[config.mk]
export PLATFORM = sky130hd
export DESIGN_NAME = seq_sub_flat
export DESIGN_NICKNAME = d
export VERILOG_FILES = /design/src/rtl/seq_sub_if.sv /design/src/rtl/seq_sub.sv /design/src/flat_wrapper.sv
export SDC_FILE = /design/constraint.sdc
export NUM_CORES = 1
export LEC_CHECK = 0
export CAP_MARGIN = 30
export CORE_MARGIN = 2
export CORE_UTILIZATION = 45
export DETAILED_ROUTE_END_ITERATION = 16
export GPL_TIMING_DRIVEN = 0
export PLACE_DENSITY = 0.7
export REMOVE_ABC_BUFFERS = 1
export SLEW_MARGIN = 15
export SYNTH_ARGS = -nofsm -noshare
export SYNTH_HDL_FRONTEND = slang
export SYNTH_SLANG_ARGS = --single-unit
[constraint.sdc]
create_clock -name clk -period 4.3 [get_ports clk]
set_clock_uncertainty 0.1 [all_clocks]
set_input_delay 0.43 -clock clk [delete_from_list [all_inputs] [get_ports clk]]
set_output_delay 0.43 -clock clk [all_outputs]
set_load 0.005 [all_outputs]
[src/rtl/seq_sub_if.sv]
// Handshake and data bundle for the sequential subtractor.
// The requester drives start and the operands; the subtractor returns
// status, the result and its flags.
interface seq_sub_if #(
  parameter int WIDTH = 16
);
  logic             start;
  logic [WIDTH-1:0] a;
  logic [WIDTH-1:0] b;
  logic             bin;
  logic             busy;
  logic             done;
  logic [WIDTH-1:0] diff;
  logic             bout;
  logic             zero;

  modport master (
    output start, a, b, bin,
    input  busy, done, diff, bout, zero
  );

  modport slave (
    input  start, a, b, bin,
    output busy, done, diff, bout, zero
  );
endinterface

[src/rtl/seq_sub.sv]
// Sequential subtractor: computes a - b - bin over N = WIDTH/STEP cycles,
// STEP bits per cycle, LSB slice first, with the borrow rippling from one
// slice to the next. Result, borrow-out and zero flag update together on
// completion and hold until the next operation finishes.
module seq_sub #(
  parameter int WIDTH = 16,
  parameter int STEP  = 4
) (
  input  logic     clk,
  input  logic     rst_n,
  seq_sub_if.slave bus
);

  localparam int N  = (STEP > 0) ? (WIDTH / STEP) : 1;
  localparam int CW = (N > 1) ? $clog2(N) : 1;

  localparam logic [0:0] IDLE = 1'b0;
  localparam logic [0:0] RUN  = 1'b1;

  // Reject parameter sets that cannot be split into whole slices
  generate
    if (WIDTH < 1 || STEP < 1 || STEP > WIDTH ||
        ((STEP > 0) ? (WIDTH % STEP) : 1) != 0) begin : g_bad_params
      $error("seq_sub: STEP must be in 1..WIDTH and divide WIDTH exactly");
    end
  endgenerate

  // One slice of the subtraction; the MSB of the result is the borrow out
  function automatic logic [STEP:0] sub_slice(
    input logic [STEP-1:0] x,
    input logic [STEP-1:0] y,
    input logic            bi
  );
    return {1'b0, x} - {1'b0, y} - {{STEP{1'b0}}, bi};
  endfunction

  logic [0:0]       state_q, state_d;
  logic [CW-1:0]    cnt_q,   cnt_d;
  logic [WIDTH-1:0] a_q,     a_d;
  logic [WIDTH-1:0] b_q,     b_d;
  logic             brw_q,   brw_d;
  logic [WIDTH-1:0] acc_q,   acc_d;
  logic [WIDTH-1:0] diff_q,  diff_d;
  logic             bout_q,  bout_d;
  logic             zero_q,  zero_d;
  logic             done_q,  done_d;

  logic [STEP:0]    slice_res;
  logic [WIDTH-1:0] slice_ext;
  logic [WIDTH-1:0] acc_next;

  // Next-state logic: capture on accept, then one slice per cycle. The
  // operand registers shift right so the active slice always sits at the
  // LSBs, and finished slices enter the accumulator from the top so that
  // after N shifts slice 0 has landed in the LSBs.
  always_comb begin
    state_d = state_q;
    cnt_d   = cnt_q;
    a_d     = a_q;
    b_d     = b_q;
    brw_d   = brw_q;
    acc_d   = acc_q;
    diff_d  = diff_q;
    bout_d  = bout_q;
    zero_d  = zero_q;
    done_d  = 1'b0;

    slice_res = sub_slice(a_q[STEP-1:0], b_q[STEP-1:0], brw_q);
    slice_ext = '0;
    slice_ext[STEP-1:0] = slice_res[STEP-1:0];
    acc_next  = (acc_q >> STEP) | (slice_ext << (WIDTH - STEP));

    case (state_q)
      IDLE: begin
        if (bus.start) begin
          a_d     = bus.a;
          b_d     = bus.b;
          brw_d   = bus.bin;
          acc_d   = '0;
          cnt_d   = '0;
          state_d = RUN;
        end
      end
      default: begin
        a_d   = a_q >> STEP;
        b_d   = b_q >> STEP;
        brw_d = slice_res[STEP];
        acc_d = acc_next;
        cnt_d = cnt_q + CW'(1);
        if (cnt_q == CW'(N - 1)) begin
          cnt_d   = '0;
          state_d = IDLE;
          diff_d  = acc_next;
          bout_d  = slice_res[STEP];
          zero_d  = (acc_next == '0);
          done_d  = 1'b1;
        end
      end
    endcase
  end

  // State registers; reset clears control, operands and outputs alike
  always_ff @(posedge clk or negedge rst_n) begin
    if (!rst_n) begin
      state_q <= IDLE;
      cnt_q   <= '0;
      a_q     <= '0;
      b_q     <= '0;
      brw_q   <= 1'b0;
      acc_q   <= '0;
      diff_q  <= '0;
      bout_q  <= 1'b0;
      zero_q  <= 1'b0;
      done_q  <= 1'b0;
    end else begin
      state_q <= state_d;
      cnt_q   <= cnt_d;
      a_q     <= a_d;
      b_q     <= b_d;
      brw_q   <= brw_d;
      acc_q   <= acc_d;
      diff_q  <= diff_d;
      bout_q  <= bout_d;
      zero_q  <= zero_d;
      done_q  <= done_d;
    end
  end

  assign bus.busy = (state_q == RUN);
  assign bus.done = done_q;
  assign bus.diff = diff_q;
  assign bus.bout = bout_q;
  assign bus.zero = zero_q;

endmodule

[src/flat_wrapper.sv]
// flat-port wrapper written by rule: the top's interface ports become plain ports
module seq_sub_flat 
#(
  parameter int WIDTH = 16,
  parameter int STEP  = 4
)
  (clk, rst_n, bus_start, bus_a, bus_b, bus_bin, bus_busy, bus_done, bus_diff, bus_bout, bus_zero);
  seq_sub_if #(.WIDTH(WIDTH)) bus_i ();
  input  logic clk;
  input  logic rst_n;
  input wire logic [$bits(bus_i.start)-1:0] bus_start;
  input wire logic [$bits(bus_i.a)-1:0] bus_a;
  input wire logic [$bits(bus_i.b)-1:0] bus_b;
  input wire logic [$bits(bus_i.bin)-1:0] bus_bin;
  output wire logic [$bits(bus_i.busy)-1:0] bus_busy;
  output wire logic [$bits(bus_i.done)-1:0] bus_done;
  output wire logic [$bits(bus_i.diff)-1:0] bus_diff;
  output wire logic [$bits(bus_i.bout)-1:0] bus_bout;
  output wire logic [$bits(bus_i.zero)-1:0] bus_zero;
  assign bus_i.start = bus_start;
  assign bus_i.a = bus_a;
  assign bus_i.b = bus_b;
  assign bus_i.bin = bus_bin;
  assign bus_busy = bus_i.busy;
  assign bus_done = bus_i.done;
  assign bus_diff = bus_i.diff;
  assign bus_bout = bus_i.bout;
  assign bus_zero = bus_i.zero;
  seq_sub #(.WIDTH(WIDTH), .STEP(STEP)) u_core (.clk(clk), .rst_n(rst_n), .bus(bus_i));
endmodule
# Word-level counts from Yosys, hierarchy flattened

Cells that the tools add are included.

$add $sub $neg: 3
Equal/unequal tests: 1
Multiplexer cells: 16
Bitwise logic cells: 1
Reductions and logical operators: 3

Operator list:

| operator              | number |
|---|---|
| $mux W16              | 6 |
| $logic_not A16 Y1     | 1 |
| $or A12 B16 Y16       | 1 |
| $mux W1               | 7 |
| $mux W2               | 3 |
| $sub A4 B4 Y5         | 1 |
| $sub A5 B1 Y5         | 1 |
| $add A2 B1 Y2 const B | 1 |
| $eq A2 B2 Y1 const B  | 1 |
| $reduce_and A2 Y1     | 1 |
| $reduce_bool A2 Y1    | 1 |

Flip-flop bits (word level): 71
Output and inout bits: 20
Word-level logic and storage cells: 34

# Depth between registers and ports, before layout

Gate-level depths: netlist of run 1.

Depth after elaboration: 4
Gate-level depth with buffers: 8

# Least setup slack after synthesis of run 1

Ideal clock, no wire load.

Path type: register to register
Start: register u_core.brw_q
End: register u_core.zero_q, in the netlist u_core.bus.zero
Data arrival time: 1.906 ns
Data required time: 4.105 ns
Setup slack: 2.199 ns
Cell stages (with the launch flop): 7
Buffers on the path: 0
Cells stage by stage: dfrtp_1 -> inv_1 -> fa_1 -> fa_1 -> nor4_2 -> nand4_1 -> o31ai_1

Longest elaborated chain between the ends: 3

Ends and longest elaborated chain:

| element                 | line           | source |
|---|---|---|
| from (decl)             | seq_sub.sv:41  | `logic brw_q, brw_d;` |
| from (signal assigned)  | seq_sub.sv:120 | `brw_q <= brw_d;` |
| $sub A5 B1 Y5           | seq_sub.sv:34  | `return {1'b0, x} - {1'b0, y} - {{STEP{1'b0}}, bi};` |
| $or A12 B16 Y16         | seq_sub.sv:71  | `acc_next = (acc_q >> STEP) \| (slice_ext << (WIDTH - STEP));` |
| net u_core.acc_next[13] | seq_sub.sv:50  | `logic [WIDTH-1:0] acc_next;` |
| $logic_not A16 Y1       | seq_sub.sv:95  | `zero_d = (acc_next == '0);` |
| to (signal assigned)    | seq_sub.sv:124 | `zero_q <= zero_d;` |
| to (decl)               | seq_sub.sv:45  | `logic zero_q, zero_d;` |

The timed path passes the listed nets, and every way through them passes these cells.
A chain may end at the register's enable or synchronous reset.

# Worst setup path in the final report of run 1

Ends and elaborated chain as after synthesis.

==> results_dict.tcl, run 1 <==
set metrics [dict create \
    fmax_mhz 434 \
    layout-drive-gt1-share 0.119 \
    synth_edf_count 0 \
    worstSetupEndpointType "register" \
    grt_remaining_overflow 0 \
    die_w_um 86.5 \
    crit-reg2reg-launch "u_core.brw_q" \
    crit_path_cell_trace "inv_1, fa_1, fa_1, nor4_2, nand4_1, o31ai_1" \
    worstSkewPairLatency_ps 340 \
    syn_to_final_growth_pct 26.5 \
    number_of_h_tree_levels 3 \
    totalWireLength_mm 5.34 \
    timing.final.crit_share 0.535 \
    cellLeakagePower_nw 1.82 \
    area.sequential_sq_um 1680 \
    finalInstanceArea_sq_um 3870 \
    worst_ep_required_time_ps 4450 \
    worst_slew_pin_slew_ps 569 \
    port_buffers 55 \
    grt_start_max_net_pins 58 \
    run_status "finished, final reports clean" \
    die_y_um 86.5 \
    first_global_vias 2006 \
    place_inst 381 \
    synthFlopType "dfrtp_1" \
    drv_cap 0 \
    layout_commonest_cell "dfrtp_1" \
    synth_area_leaders "dfrtp_1 55%, mux2i_1 11%, o21ai_0 5.2%" \
    synthesis.yosys.warnings 0 \
    worstHoldPathType "in -> async" \
    synth.lib_cells_used.distinct 31 \
    finalSetupViolCount 0 \
    worst_r2r_endpoint "u_core.bus.zero" \
    cell_with_the_largest_stage_delay_on_the_worst_path "fa_1" \
    clockBufferDepth 2 \
    synth_top_area_share 0.548 \
    rows 30 \
    arrival_ps 2450 \
    fp.dieArea_sq_um 7480 \
    antenna_cells_inserted 0 \
    detail_route.vias_per_cell 5.02 \
    fin_util 0.580 \
    cts_root_buf "clkbuf_8" \
    worst_path_dominant_cell_family "adder cells" \
    layoutNonFillerInstCount 398 \
    async_flop_share 1.00 \
    preCtsSetupSlack_ps 2030 \
    syn-cell-area_sq_um 3060 \
    worstPathBufferInverterCount 1 \
    path_max_fanout 3 \
    multiInputGateArea_sq_um 1230 \
    vias 1999 \
    synth_area_per_cell_sq_um 11.8 \
    start_util 0.458 \
    fin_tns_setup_ps 0 \
    cts_tree "done" \
    dpl-instance-area_sq_um 3650 \
    synth_cells 259 \
    post_layout_minimum_cycle_time_ps 2300 \
    max_stage_delay_on_crit_path_ps 530 \
    report.final.slew_viol_count 0 \
    ir_drop_mv 0.333 \
    hold_viol_final 0 \
    critical_path.most_common_cell "fa_1" \
    globalplace.congestion 0.798 \
    hpwl_mm 3.70 \
    crit_end "u_core.bus.zero" \
    seq_area_frac_synth 0.548 \
    netlist.top_cell.by_area "dfrtp_1" \
    initial_detailed_routing_violation_count 138 \
    antenna_found_initial 0 \
    overall_power_mw 2.62 \
    layout_setup_ws_ps 2000 \
    detail-route-antenna-nets 0 \
    classification_of_the_worst_setup_path "reg -> reg" \
    finish.net_count 358 \
    cts_resized 0 \
    worstRegToRegCells 6 \
    post-route-drc-count 0 \
    final_routed_wire_length_divided_by_cell_count_um 13.4 \
    setup.worst_path.start "u_core.brw_q" \
    floorplan.core_area_sq_um 6680 \
    timing.critical_path.from_type "register" \
    unrepaired_setup_endpoints_after_global_routing "no" \
    ff2ff_setup_slack_ps 2000 \
    clkSlewWorstSetupHoldPaths_ps 70 \
    wire_length_of_the_first_global_routing_pass_mm 9.11 \
    slew_headroom 0.620 \
    floorplan.io_pins 56 \
    clock_sinks 67 \
    postSynthRegisterBits 67 \
    path_depth 6 \
    cts-buffers-inserted 9 \
    gr-usage-all-layers 0.159 \
    detailedRoute.firstPassIterationCount 4 \
    nFillCells 597 \
    power.density_nw_per_um2 677 \
    layout.cells.most_common_list "66 x dfrtp_1, 53 x clkdlybuf4s50_1, 34 x mux2i_1, 33 x nand2_1, 32 x o21ai_0" \
    holdWs_ps 365 \
]
[cell type report]
cell class	instances	share of cell area
Clock buffer	12	0.0426
Clock inverter	4	0.0123
Inverter	9	0.00872
Multi-Input combinational cell	167	0.317
Sequential cell	67	0.433
Tap cell	80	0.0258
Timing Repair Buffer	59	0.160
[registers in the layout, indices dropped and copies added (netlist names)]
register	cells
u_core.a_q	16
u_core.b_q	16
u_core.bus.diff	16
u_core.acc_q	12
u_core.cnt_q	2
u_core.brw_q	1
u_core.bus.bout	1
u_core.bus.busy	1
u_core.bus.done	1
u_core.bus.zero	1
[how the worst min path moves through the flow]
stage	endpoint	startpoint
6_report	u_core.bus.diff[5]	rst_n
5_1_grt	u_core.bus.diff[3]	rst_n
4_1_cts	u_core.bus.diff[5]	rst_n
3_5_place_dp	u_core.bus.diff[7]	rst_n
3_3_place_gp	u_core.b_q[4]	u_core.b_q[8]
2_1_floorplan	u_core.a_q[0]	rst_n
[kinds of logic after synthesis]
family / count (synthesis) / share of synthesized area
AND/OR/NAND/NOR: 62 / 0.0912
XOR/XNOR: 4 / 0.0114
flip-flops: 67 / 0.548
buffers and inverters: 25 / 0.0511
multiplexers: 48 / 0.175
adder cells (fa/ha/maj): 9 / 0.0417
AO/OA/AOI/OAI: 44 / 0.0818
[per-layer routing]
layer,GRT usage,vias to the layer above,share of wire
met2,0.236,56,0.44
li1,-,990,-
met4,0.0866,0,0.030
met5,0,-,0
met1,0.202,940,0.47
met3,0.0600,13,0.056
[synthesized netlist by cell type, types with 2 or more instances]
library cell	instances
dfrtp_1	67
mux2i_1	34
nand2_1	33
o21ai_0	32
nor2_1	13
mux2_4	10
inv_1	9
nand2b_1	8
ha_1	7
a22o_1	6
buf_6	6
buf_2	5
mux2_2	4
buf_4	3
xnor2_1	3
a21oi_1	2
clkbuf_1	2
fa_1	2
[power breakdown]
part | internal [mW] | switching [mW]
logic | 0.569 | 0.425
clock network | 0.313 | 0.230
registers | 0.881 | 0.202
total | 1.76 | 0.857
[timing repair]
item	CTS	global route
hold endpoints to repair	10	0
setup buffers	0	0
hold buffers	1	0
[worst register-to-register path, cell delays in order (launching register included)]
cell and delay [ps]:
dfrtp_1 330, inv_1 80, fa_1 480, fa_1 530, nor4_2 300, nand4_1 140, o31ai_1 250
No activity file was read; power rests on OpenSTA's default activity.
==> run 2: changes to the inputs <==
- clock period: 4.3 -> 2.2 ns (I/O delays scaled with it)
==> run 2 against run 1 <==
Compared with the run above:
- sequential share of layout area down 0.29 points
- first-iteration DRC count decreased by 5.1%
- die area is the same
- combinational power grew 100%
- flip-flop and latch count is the same
- sequential power grew 96%
- via count increased by 0.50%
- maximum frequency grew 8.9%
- global-route usage about the same
==> results_dict.tcl, run 2 (synthesized netlist as in run 1, its figures left out) <==
set metrics [dict create \
    run_status "finished, final reports clean" \
    internal_power_mw 3.51 \
    floorplan.io_pins 56 \
    cts_tree "done" \
    detail_route.vias_per_cell 5.02 \
    clkSlewWorstSetupHoldPaths_ps 70 \
    rows 30 \
    die_w_um 86.5 \
    drv_cap 0 \
    timing.critical_path.from_type "register" \
    holdWs_ps 155 \
    timing.final.crit_share 0.961 \
    place_inst 381 \
    detailedRoute.firstPassIterationCount 4 \
    finalSetupViolCount 0 \
    cell_with_the_largest_stage_delay_on_the_worst_path "fa_1" \
    layout-drive-gt1-share 0.131 \
    ir_drop_mv 0.657 \
    crit-reg2reg-launch "u_core.brw_q" \
    start_util 0.458 \
    fmax_mhz 473 \
    globalplace.congestion 0.798 \
    classification_of_the_worst_setup_path "reg -> reg" \
    worstRegToRegCells 6 \
    cellLeakagePower_nw 1.83 \
    worst_slew_pin_slew_ps 595 \
    ff2ff_setup_slack_ps 90 \
    worst_ep_required_time_ps 2350 \
    number_of_h_tree_levels 3 \
    cts_root_buf "clkbuf_8" \
    hold_viol_final 0 \
    unrepaired_setup_endpoints_after_global_routing "yes" \
    first_global_vias 2016 \
    fin_util 0.584 \
    initial_detailed_routing_violation_count 131 \
    max_stage_delay_on_crit_path_ps 430 \
    finish.net_count 360 \
    power.share.clock 0.204 \
    worstHoldPathType "in -> async" \
    power.density_nw_per_um2 1340 \
    fp.dieArea_sq_um 7480 \
    antenna_found_initial 0 \
    setup.worst_path.start "u_core.brw_q" \
    final_routed_wire_length_divided_by_cell_count_um 13.4 \
    worstSkewPairLatency_ps 340 \
    path_max_fanout 3 \
    wire_length_of_the_first_global_routing_pass_mm 9.12 \
    port_buffers 55 \
    nFillCells 600 \
    seqPwrFrac 0.407 \
    worst_r2r_endpoint "u_core.bus.zero" \
    overall_power_mw 5.22 \
    syn_to_final_growth_pct 27.4 \
    cts-buffers-inserted 9 \
    clockBufferDepth 2 \
    detail-route-antenna-nets 0 \
    grt_start_max_net_pins 58 \
    dpl-instance-area_sq_um 3650 \
    clock_sinks 67 \
    vias 2009 \
    slew_headroom 0.604 \
    antenna_cells_inserted 0 \
    arrival_ps 2260 \
    layout.cells.most_common_list "66 x dfrtp_1, 53 x clkdlybuf4s50_1, 34 x mux2i_1, 33 x nand2_1, 32 x o21ai_0" \
    pwr-share-comb 0.390 \
    worstSetupEndpointType "register" \
    post_layout_minimum_cycle_time_ps 2110 \
    totalWireLength_mm 5.37 \
    sw_frac_of_total 0.327 \
    report.final.slew_viol_count 0 \
    floorplan.core_area_sq_um 6680 \
    finalInstanceArea_sq_um 3900 \
    layout_commonest_cell "dfrtp_1" \
    post-route-drc-count 0 \
    crit_end "u_core.bus.zero" \
    grt_remaining_overflow 0 \
    die_y_um 86.5 \
    layoutNonFillerInstCount 400 \
    hpwl_mm 3.70 \
    switching_pwr_mw 1.71 \
    crit_path_cell_trace "inv_1, fa_2, fa_1, xnor2_1, nand4_1, o31ai_1" \
    gr-usage-all-layers 0.159 \
]
## run 2: final cells by class
class	instances	area, sq um	area share
Sequential cell	67	1680	0.430
Multi-Input combinational cell	167	1240	0.318
Timing Repair Buffer	61	636	0.163
Clock buffer	12	165	0.0424
Tap cell	80	100	0.0257
Clock inverter	4	47.5	0.0122
Inverter	9	33.8	0.00866
## run 2: critical path: cells and delay by family, from the launching register on
kind	cells	cell delay, ps
AO/OA/AOI/OAI	1	220
XOR/XNOR	1	300
adder cells (fa/ha/maj)	2	850
buffers and inverters	1	80
flip-flops	1	330
AND/OR/NAND/NOR	1	150
## run 2: routing by layer
layer	vias up	share of wire	GRT usage
li1	994	-	-
met1	950	0.48	0.200
met2	52	0.44	0.238
met3	13	0.053	0.0600
met4	0	0.030	0.0866
met5	-	0	0
## run 2: timing repair
item / CTS / global route
setup endpoints to repair: 1 / 3
pin swaps: 2 / 3
hold buffers: 1 / 0
gates resized for setup: 1 / 2
hold endpoints to repair: 67 / 0
setup buffers: 1 / 1
## run 2: power by group through the flow
stage / clock network [mW] / logic (mW) / registers [mW]
2_1_floorplan: 0 / 1.19 / 2.12
3_3_place_gp: 0 / 1.80 / 2.22
3_5_place_dp: 0 / 1.98 / 2.15
4_1_cts: 1.10 / 2.03 / 2.13
5_1_grt: 1.15 / 2.29 / 2.19
6_report: 1.06 / 2.03 / 2.12
## run 2: per-stage QoR
step           worst slack, ps  setup TNS [ps]
5_1_grt                  -14.1           -14.1
4_1_cts                   15.9               0
6_report                  85.2               0
3_5_place_dp             -70.6           -70.6
3_3_place_gp             -1460         -158240
2_1_floorplan             -632           -9080
## run 2: how the worst min path moves through the flow
stage / end / cells after the start
after global routing: u_core.bus.diff[3] / 2
after global placement: u_core.b_q[4] / 2
after detailed placement: u_core.bus.diff[7] / 1
final: u_core.bus.diff[2] / 2
after floorplan: u_core.a_q[0] / 0
after CTS: u_core.bus.diff[5] / 2
